<file path="config.mk">
export PLATFORM = sky130hd
export DESIGN_NAME = sram_access_ctrl
export DESIGN_NICKNAME = d
export VERILOG_FILES = /design/src/rtl/sram_access_ctrl.sv
export SDC_FILE = /design/constraint.sdc
export NUM_CORES = 1
export LEC_CHECK = 0
export CAP_MARGIN = 20
export CORE_ASPECT_RATIO = 1.5
export CORE_UTILIZATION = 25
export CTS_CLUSTER_DIAMETER = 100
export CTS_CLUSTER_SIZE = 16
export DETAILED_ROUTE_END_ITERATION = 7
export PLACE_DENSITY_LB_ADDON = 0.15
export SYNTH_ARGS = -nofsm -noshare
export SYNTH_HDL_FRONTEND = slang
export SYNTH_SLANG_ARGS = --single-unit
</file>
<file path="constraint.sdc">
create_clock -name clk -period 2.35 [get_ports clk]
set_input_delay 0.47 -clock clk [delete_from_list [all_inputs] [get_ports clk]]
set_output_delay 0.47 -clock clk [all_outputs]
set_load 0.01 [all_outputs]
</file>
<file path="src/rtl/sram_access_ctrl.sv">
// sram_access_ctrl
//
// Client-side access sequencer for a single-port synchronous RAM with a
// registered read port (one-cycle read latency, write on cen && we).
// Turns a valid/ready request stream into RAM port cycles, returns read data
// with a one-cycle ack pulse, and owns a fill engine that sweeps the whole RAM
// with CLEAR_VALUE after reset (CLEAR_ON_RESET) or when clear_start is pulsed.
//
// Ports:
//   clk, rst      clock, synchronous active-high reset
//   req           client request valid
//   req_ready     request accepted this cycle (idle and no clear pending)
//   req_we        1 = write, 0 = read
//   req_addr      request address
//   req_wdata     write data
//   ack           one-cycle completion pulse
//   rdata         read result, valid with ack and held until the next read
//   clear_start   pulse: request a fill sweep
//   busy          fill sweep pending or running
//   ADDR, DATA    RAM address / write data (registered)
//   cen, we       RAM enable / write enable (decoded from state)
//   Q             RAM registered read data

module sram_access_ctrl #(
  parameter int                    DATA_WIDTH     = 8,
  parameter int                    ADDR_WIDTH     = 10,
  parameter bit                    CLEAR_ON_RESET = 1'b1,
  parameter logic [DATA_WIDTH-1:0] CLEAR_VALUE    = '0
) (
  input  logic                  clk,
  input  logic                  rst,
  input  logic                  req,
  output logic                  req_ready,
  input  logic                  req_we,
  input  logic [ADDR_WIDTH-1:0] req_addr,
  input  logic [DATA_WIDTH-1:0] req_wdata,
  output logic                  ack,
  output logic [DATA_WIDTH-1:0] rdata,
  input  logic                  clear_start,
  output logic                  busy,
  output logic [ADDR_WIDTH-1:0] ADDR,
  output logic [DATA_WIDTH-1:0] DATA,
  output logic                  cen,
  output logic                  we,
  input  logic [DATA_WIDTH-1:0] Q
);

  typedef enum logic [2:0] {
    ST_IDLE,
    ST_ACCESS,
    ST_CAPT,
    ST_RESP,
    ST_CLEAR
  } state_t;

  localparam state_t                RST_STATE = CLEAR_ON_RESET ? ST_CLEAR : ST_IDLE;
  localparam logic [ADDR_WIDTH-1:0] ADDR_LAST = '1;
  localparam logic [ADDR_WIDTH-1:0] ADDR_ONE  = {{(ADDR_WIDTH-1){1'b0}}, 1'b1};

  state_t                  state_q, state_d;
  logic [ADDR_WIDTH-1:0]   addr_q,  addr_d;
  logic [DATA_WIDTH-1:0]   data_q,  data_d;
  logic [DATA_WIDTH-1:0]   rdata_q, rdata_d;
  logic                    wr_q,    wr_d;
  logic                    pend_q,  pend_d;

  always_comb begin
    state_d = state_q;
    addr_d  = addr_q;
    data_d  = data_q;
    rdata_d = rdata_q;
    wr_d    = wr_q;
    pend_d  = pend_q;

    // A clear request arriving while a sweep is already running is dropped;
    // the running sweep already covers the whole array.
    if (clear_start && (state_q != ST_CLEAR)) begin
      pend_d = 1'b1;
    end

    case (state_q)
      ST_IDLE: begin
        if (pend_q) begin
          state_d = ST_CLEAR;
          pend_d  = 1'b0;
          addr_d  = '0;
          data_d  = CLEAR_VALUE;
        end else if (req) begin
          state_d = ST_ACCESS;
          addr_d  = req_addr;
          data_d  = req_wdata;
          wr_d    = req_we;
        end
      end
      ST_ACCESS: begin
        state_d = wr_q ? ST_RESP : ST_CAPT;
      end
      ST_CAPT: begin
        // RAM output register holds the word addressed during ACCESS.
        rdata_d = Q;
        state_d = ST_RESP;
      end
      ST_RESP: begin
        // A clear that arrived mid-request starts right after the ack.
        if (pend_q) begin
          state_d = ST_CLEAR;
          pend_d  = 1'b0;
          addr_d  = '0;
          data_d  = CLEAR_VALUE;
        end else begin
          state_d = ST_IDLE;
        end
      end
      ST_CLEAR: begin
        // Address wraps to 0 on the last word, leaving the port parked at 0.
        addr_d = addr_q + ADDR_ONE;
        if (addr_q == ADDR_LAST) begin
          state_d = ST_IDLE;
        end
      end
      default: begin
        state_d = ST_IDLE;
      end
    endcase
  end

  always_ff @(posedge clk) begin
    if (rst) begin
      state_q <= RST_STATE;
      addr_q  <= '0;
      data_q  <= CLEAR_VALUE;
      rdata_q <= '0;
      wr_q    <= 1'b0;
      pend_q  <= 1'b0;
    end else begin
      state_q <= state_d;
      addr_q  <= addr_d;
      data_q  <= data_d;
      rdata_q <= rdata_d;
      wr_q    <= wr_d;
      pend_q  <= pend_d;
    end
  end

  assign cen       = (state_q == ST_ACCESS) || (state_q == ST_CLEAR);
  assign we        = ((state_q == ST_ACCESS) && wr_q) || (state_q == ST_CLEAR);
  assign ack       = (state_q == ST_RESP);
  assign req_ready = (state_q == ST_IDLE) && !pend_q;
  assign busy      = pend_q || (state_q == ST_CLEAR);
  assign ADDR      = addr_q;
  assign DATA      = data_q;
  assign rdata     = rdata_q;

endmodule

</file>
-- After elaboration in Yosys (flattened, before gate mapping)
Cells that the tools add are included.
- flip-flop bits (word level): 31
- bits of input ports: 31
- output and inout port bits: 31
- word-level logic and storage cells: 49
- add/sub/neg operators: 1
- eq/ne operators: 9
- mux-type cells: 17
- bitwise operators: 1
- reduce and logical (&&, ||, !) cells: 15
- operators by type and width (kind ; number):
    $mux 10 ; 3
    $pmux 10 s3 ; 1
    $mux 8 ; 3
    $pmux 8 s2 ; 1
    $pmux 3 s5 ; 1
    $mux 3 ; 4
    $add 10x1->10 const B ; 1
    $eq 10x10->1 const B ; 1
    $reduce_and 3->1 ; 3
    $eq 3x2->1 const B ; 2
    $ne 3x3->1 const B ; 2
    $mux 1 ; 4
    $eq 3x1->1 const B ; 1
    $eq 3x3->1 const B ; 1
    $logic_and 1x1->1 ; 3
    $logic_not 3->1 ; 1
    $logic_or 1x1->1 ; 3
    $reduce_bool 3->1 ; 1
    $ne 2x1->1 const B ; 1
    $ne 2x2->1 const B ; 1
    $reduce_and 2->1 ; 1
    $reduce_bool 2->1 ; 1
    $reduce_or 2->1 ; 1
    $logic_not 1->1 ; 1
    $not 1->1 ; 1

-- Logic depth before layout (Yosys ltp)
Gate-level depths: netlist of run 1.
- depth after elaboration: 5
- gate-level depth with buffers: 7
- depth with buffers taken out: 5

-- Worst setup path after synthesis of run 1
No wires, ideal clock.
- path kind: register -> register
- from: reg state_q[2]
- to: reg addr_q[8] (netlist: ADDR[8])
- setup time: 0.088 ns
- arrival: 1.506 ns
- required time: 2.262 ns
- path slack: 0.756 ns
- stages on the path, launching flop included: 7
- path buffers: 1
- period minus slack after synthesis: 1.594 ns
- cell sequence: dfxtp_1 and3b_1 buf_2 or4b_4 o21ai_2 a21oi_1 a311oi_2
- longest elaborated chain between the ends: 3
- elaborated cells on any way between the ends: 8
- those cells by class: 4 x eq/ne; 1 x mux; 3 x reduce/logical
- ends and longest elaborated chain (element ; line ; text):
    from (decl) ; 60 ; state_t state_q, state_d;
    from (signal assigned) ; 136 ; state_q <= state_d;
    $eq 3x2->1 * ; - ;
    net ack ; 37 ; output logic ack,
    $ne 2x1->1 (no source line) or $reduce_bool 3->1 (tied branches) ; - ;
    $reduce_and 3->1 (no source line) ; - ;
    to (signal assigned) ; 137 ; addr_q <= addr_d;
    to (decl) ; 61 ; logic [ADDR_WIDTH-1:0] addr_q, addr_d;
Mark *: on every way through the listed nets, which the timed path passes. The rest lies on a longest branch.
A chain may end at the register's enable or synchronous reset.

-- Final worst setup path of run 1
- from: reg state_q[0]
- to: out ack
- longest elaborated chain between the ends: 1
- ends and longest elaborated chain (element ; line ; text):
    $eq 3x2->1 ; 147 ; assign ack = (state_q == ST_RESP);
    to (decl) ; 37 ;
No other way between the ends.

==> results.sh, run 1 <==
export IMPL_status="completed"
export IMPL_crit_path_end_kind="output port"
export IMPL_synth_distinct_cells=37
export IMPL_dieWidth_um=65.0
export IMPL_htree_levels=2
export IMPL_drive_above_1_share=0.0898
export IMPL_ys_seq_elements=31
export IMPL_io_buffers=61
export IMPL_post_route_min_period_ns=2.24
export IMPL_cellPowerDensity_nw_per_um2=455
export IMPL_cap_violations=0
export IMPL_firstDrtPassIters=5
export IMPL_synthesis_instances=181
export IMPL_areaGrowthSynthToFinish_pct=53.5
export IMPL_timing_critical_path_max_delay_family="flip-flops"
export IMPL_fin_tns_setup_ns=0
export IMPL_arrival_ns=1.77
export IMPL_start_util=0.257
export IMPL_final_fill_count=625
export IMPL_synth_warnings=0
export IMPL_hold_class="flip-flop to flip-flop"
export IMPL_multiInputGateArea_um2=807
export IMPL_setup_viol=0
export IMPL_grt_usage=0.144
export IMPL_clockBufferDepth=2
export IMPL_drc=0
export IMPL_num_rows=34
export IMPL_path_buf_inv=1
export IMPL_worstPathRequired_ns=1.88
export IMPL_ios=62
export IMPL_cts_sinks=31
export IMPL_overflow=0
export IMPL_cts_root_buf="clkbuf_8"
export IMPL_worst_setup_path_type="flip-flop to output port"
export IMPL_antenna_found_initial=0
export IMPL_rsz0062_at_grt="false"
export IMPL_wl_per_cell_um=13.7
export IMPL_crit_chain="and3b_1 -> clkdlybuf4s50_1"
export IMPL_hpwl_um=3190
export IMPL_skew_ns=0.00330
export IMPL_min_period_over_period=0.953
export IMPL_totalWireLength_um=4330
export IMPL_place_congestion=0.793
export IMPL_critPathLaunchType="flip-flop"
export IMPL_drt_iter0_drc=79
export IMPL_seq_area_frac_synth=0.418
export IMPL_path_max_fanout=12
export IMPL_p_leak_nw=0.771
export IMPL_hold_violations=0
export IMPL_grt_max_degree=15
export IMPL_vias=1565
export IMPL_cts_made_buffers=5
export IMPL_syn_area_per_cell_um2=8.21
export IMPL_ant_nets=0
export IMPL_final_nets=276
export IMPL_whs_ns=0.449
export IMPL_max_stage_delay_ns=0.57
export IMPL_tightestPinTransition_ns=0.444
export IMPL_ir_drop_mv=0.258
export IMPL_grt_pass1_vias=1464
export IMPL_cts_tree="built"
export IMPL_grt_pass1_wl_um=6860
export IMPL_postCtsSetupBuffers=0
export IMPL_seq_area_um2=621
export IMPL_core_area_um2=5790
export IMPL_finalMaxSlewViolations=0
export IMPL_clk_pin_slew_ns=0.07
export IMPL_fmax_ghz=0.447
export IMPL_max_slew_margin=0.703
export IMPL_antenna_cells=0
export IMPL_crit_slowest_cell="dfxtp_1"
export IMPL_synth_nets=213
export IMPL_synth_area_um2=1490
export IMPL_clock_latency_ns=0.28
export IMPL_avgViaCountPerCell=4.94
export IMPL_die_h_um=96.4
export IMPL_die_area_um2=6260
-- final timing paths --
kind                            from                   end  slack, ns  depth (start not counted)
min reg2reg     DATA[1]$_SDFFE_PP0P_  DATA[1]$_SDFFE_PP0P_       0.45                          2
max reg2reg  state_q[2]$_SDFFE_PP1P_  ADDR[0]$_SDFFE_PP0P_       0.39                          6
max          state_q[0]$_SDFFE_PP0P_                   ack       0.11                          2
min             DATA[1]$_SDFFE_PP0P_  DATA[1]$_SDFFE_PP0P_       0.45                          2
-- per-stage QoR --
stage                     cells  power (W)   util  setup WS [ns]  cell area (µm²)
after floorplan             181   0.000569      -          0.756             1490
after CTS                   317    0.00106  0.393         0.0222             2270
after global routing        317    0.00108  0.394        0.00419             2280
after global placement      309   0.000639  0.378          0.328             2190
after detailed placement    309   0.000640  0.378          0.265             2190
final                       317    0.00104  0.394          0.111             2280
-- cell usage after synthesis --
cell / n / area, µm²
a211oi_1: 1 / 7.51
a21o_1: 1 / 7.51
a21oi_1: 22 / 110
a21oi_2: 1 / 8.76
a221oi_1: 4 / 35.0
a311o_1: 1 / 10.0
a311oi_1: 5 / 43.8
a311oi_2: 1 / 15.0
a31o_2: 1 / 8.76
a31oi_1: 1 / 6.26
and2_1: 1 / 6.26
and3_1: 1 / 6.26
and3b_1: 1 / 8.76
and4_1: 1 / 8.76
buf_2: 7 / 35.0
clkbuf_1: 6 / 22.5
dfxtp_1: 31 / 621
ha_1: 1 / 12.5
inv_1: 2 / 7.51
mux2i_1: 8 / 80.1
nand2_1: 21 / 78.8
nand2b_1: 2 / 12.5
nand3_1: 17 / 85.1
nand4_1: 2 / 12.5
nor2_1: 15 / 56.3
nor2b_1: 1 / 6.26
nor3_1: 8 / 40.0
nor3b_1: 1 / 7.51
nor3b_2: 1 / 12.5
nor4_1: 1 / 6.26
o211a_1: 1 / 10.0
o21ai_0: 7 / 35.0
o21ai_1: 1 / 5.00
o21ai_2: 1 / 8.76
o22a_1: 1 / 8.76
or4b_4: 1 / 13.8
xnor2_1: 3 / 26.3
-- placed cells by master (no fill, tap or decap), types with 2 or more instances in the layout --
master,count
clkdlybuf4s50_1,61
mux2i_1,8
a21oi_1,22
nand2b_1,2
nand3_1,17
nand2_1,21
nor2_1,15
buf_4,8
inv_1,2
xnor2_1,3
clkbuf_8,5
nand4_1,2
o21ai_0,7
a311oi_1,5
dfxtp_1,31
nor3_1,8
a221oi_1,4
-- flip-flops by register name (all words and copies together) (netlist names) --
signal   cells
ADDR        10
DATA         8
rdata        8
state_q      3
pend_q       1
wr_q         1
-- metal layers --
metal	vias up	track usage	routed length [µm]
li1	782	-	-
met1	708	0.163	1770
met2	66	0.250	2170
met3	9	0.0399	300
met4	0	0.0667	83
met5	-	0	0
-- cells by family after synthesis --
family,Yosys count,synth area share
muxes,8,0.0539
and+or+nand+nor,74,0.243
buffers and inverters,15,0.0438
DFF,31,0.418
AOI/OAI and AO/OA,49,0.215
adders and majority gates,1,0.00842
xor gates and xnor gates,3,0.0177
-- timing repair --
action	4_1_cts	5_1_grt
hold buffers	0	0
endpoints found under the setup margin	0	1
resized for setup	0	1
hold endpoints to repair	0	0
-- power breakdown --
| group | switching (W) | leakage [nW] | internal, W |
|---|---|---|---|
| Combinational | 0.0000289 | 0.480 | 0.0000616 |
| Clock | 0.000204 | 0.0412 | 0.000207 |
| Sequential | 0.00000720 | 0.250 | 0.000530 |
| Total | 0.000240 | 0.771 | 0.000798 |
-- worst min-delay path: stages, from the launching register on --
cell and delay (ns):
dfxtp_1 0.31, nand2_1 0.05, a21oi_1 0.05
-- area by class of cell --
cell class                      instances  share of cell area
Inverter                                2             0.00329
Sequential cell                        31               0.272
Clock inverter                          2             0.00549
Timing Repair Buffer                   69               0.294
Tap cell                               72              0.0395
Multi-Input combinational cell        135               0.354
Clock buffer                            6              0.0318
Power figures use the tool's default switching activity.
==> run 2, diff against run 1 <==
--- a/config.mk
+++ b/config.mk
@@ -7,7 +7,7 @@
 export LEC_CHECK = 0
 export CAP_MARGIN = 20
 export CORE_ASPECT_RATIO = 1.5
-export CORE_UTILIZATION = 25
+export CORE_UTILIZATION = 30
 export CTS_CLUSTER_DIAMETER = 100
 export CTS_CLUSTER_SIZE = 16
 export DETAILED_ROUTE_END_ITERATION = 7
==> run 2 against run 1 <==
Utilization grew 8.4 points. Die area shrank 16%. Setup slack gained 0.0078 ns. Clock power grew 13%. Cell area grew 0.77%. Register-to-register slack gained 0.05 ns. Sequential power is essentially flat. Global-route usage grew 3.2 points. Clock skew grew 0.0027 ns. Worst hold slack gained 0.0067 ns. Via count grew 1.1%. Highest routed layer unchanged.
==> results.sh, run 2 (same netlist as run 1, synthesis figures left out) <==
export IMPL_status="completed"
export IMPL_post_route_min_period_ns=2.23
export IMPL_totalWireLength_um=4410
export IMPL_num_rows=31
export IMPL_die_area_um2=5250
export IMPL_crit_chain="and3b_1 -> clkdlybuf4s50_1"
export IMPL_start_util=0.309
export IMPL_die_h_um=88.2
export IMPL_skew_ns=0.00597
export IMPL_rsz0062_at_grt="false"
export IMPL_worstHoldStart="DATA[5]$_SDFFE_PP0P_"
export IMPL_cts_root_buf="clkbuf_8"
export IMPL_design_area_um2=2300
export IMPL_ctsHoldBuffers=0
export IMPL_grt_pass1_vias=1536
export IMPL_arrival_ns=1.76
export IMPL_p_leak_nw=0.782
export IMPL_antenna_found_initial=0
export IMPL_finalMaxSlewViolations=0
export IMPL_cap_violations=0
export IMPL_fmax_ghz=0.448
export IMPL_r2r_start="state_q[2]$_SDFFE_PP1P_"
export IMPL_largest_reg_flops=10
export IMPL_areaGrowthSynthToFinish_pct=54.6
export IMPL_clk_pin_slew_ns=0.07
export IMPL_min_period_over_period=0.949
export IMPL_total_power_w=0.00109
export IMPL_max_slew_margin=0.631
export IMPL_layout_commonest_cell="clkdlybuf4s50_1"
export IMPL_ir_drop_mv=0.370
export IMPL_drc=0
export IMPL_worst_setup_path_type="flip-flop to output port"
export IMPL_cts_made_buffers=5
export IMPL_grt_pass1_wl_um=6860
export IMPL_avgViaCountPerCell=5.10
export IMPL_hold_class="flip-flop to flip-flop"
export IMPL_ios=62
export IMPL_grt_usage=0.176
export IMPL_wl_per_cell_um=14.2
export IMPL_cellPowerDensity_nw_per_um2=475
export IMPL_antenna_cells=0
export IMPL_crit_slowest_cell="dfxtp_1"
export IMPL_hold_violations=0
export IMPL_clockBufferDepth=2
export IMPL_io_buffers=61
export IMPL_mostFrequentLayoutCells="61 x clkdlybuf4s50_1, 31 x dfxtp_1, 22 x a21oi_1"
export IMPL_drt_iter0_drc=79
export IMPL_dieWidth_um=59.5
export IMPL_dpl_cell_area_um2=2190
export IMPL_place_congestion=0.906
export IMPL_vias=1582
export IMPL_htree_levels=2
export IMPL_path_max_fanout=12
export IMPL_worstPathRequired_ns=1.88
export IMPL_cts_sinks=31
export IMPL_dp_slack_ns=0.267
export IMPL_grt_max_degree=21
export IMPL_drive_above_1_share=0.0943
export IMPL_crit_start="state_q[0]$_SDFFE_PP0P_"
export IMPL_whs_ns=0.456
export IMPL_firstDrtPassIters=4
export IMPL_hpwl_um=3230
export IMPL_final_nets=275
export IMPL_postCtsSetupBuffers=0
export IMPL_tightestPinTransition_ns=0.552
export IMPL_clock_latency_ns=0.28
export IMPL_core_area_um2=4810
export IMPL_overflow=0
export IMPL_fin_tns_setup_ns=0
export IMPL_crit_path_end_kind="output port"
export IMPL_max_stage_delay_ns=0.58
export IMPL_cts_tree="built"
export IMPL_cts_resized=0
export IMPL_setup_viol=0
export IMPL_ant_nets=0
export IMPL_setup_slack_ns=0.119
export IMPL_critPathLaunchType="flip-flop"
## run 2: area by class of cell
cell class	instances	area, µm²
multi-input combinational	135	812
tap	66	82.6
sequential	31	621
clock buffer	8	100
inverter	2	7.51
timing repair buffer	68	676
fill	510	2510
## run 2: worst max-delay path, delay by kind of cell (launching register included)
kind / cells / cell delay [ns]
DFF: 1 / 0.58
buffers and inverters: 1 / 0.57
and+or+nand+nor: 1 / 0.34
## run 2: metrics by stage
stage                util  cells
finish              0.478    310
global route        0.478    310
CTS                 0.476    310
detailed placement  0.455    302
global placement    0.455    302
floorplan               -    181
## run 2: final timing paths
kind | to | slack [ns] | depth (start not counted)
worst max-delay path | ack | 0.12 | 2
worst min-delay path | DATA[5]$_SDFFE_PP0P_ | 0.46 | 2
worst max register to register | ADDR[0]$_SDFFE_PP0P_ | 0.44 | 6
worst min register to register | DATA[5]$_SDFFE_PP0P_ | 0.46 | 2
## run 2: metal layers
| layer | wire [µm] | vias to the layer above | track usage |
|---|---|---|---|
| met2 | 2180 | 67 | 0.300 |
| li1 | - | 777 | - |
| met5 | 0 | - | 0 |
| met4 | 170 | 0 | 0.115 |
| met1 | 1810 | 724 | 0.186 |
| met3 | 251 | 14 | 0.0512 |
## run 2: where the power goes
group | switching (W) | internal, W | total, W
Sequential | 0.00000712 | 0.000530 | 0.000537
Clock | 0.000196 | 0.000267 | 0.000463
Combinational | 0.0000285 | 0.0000625 | 0.0000910
Total | 0.000231 | 0.000860 | 0.00109
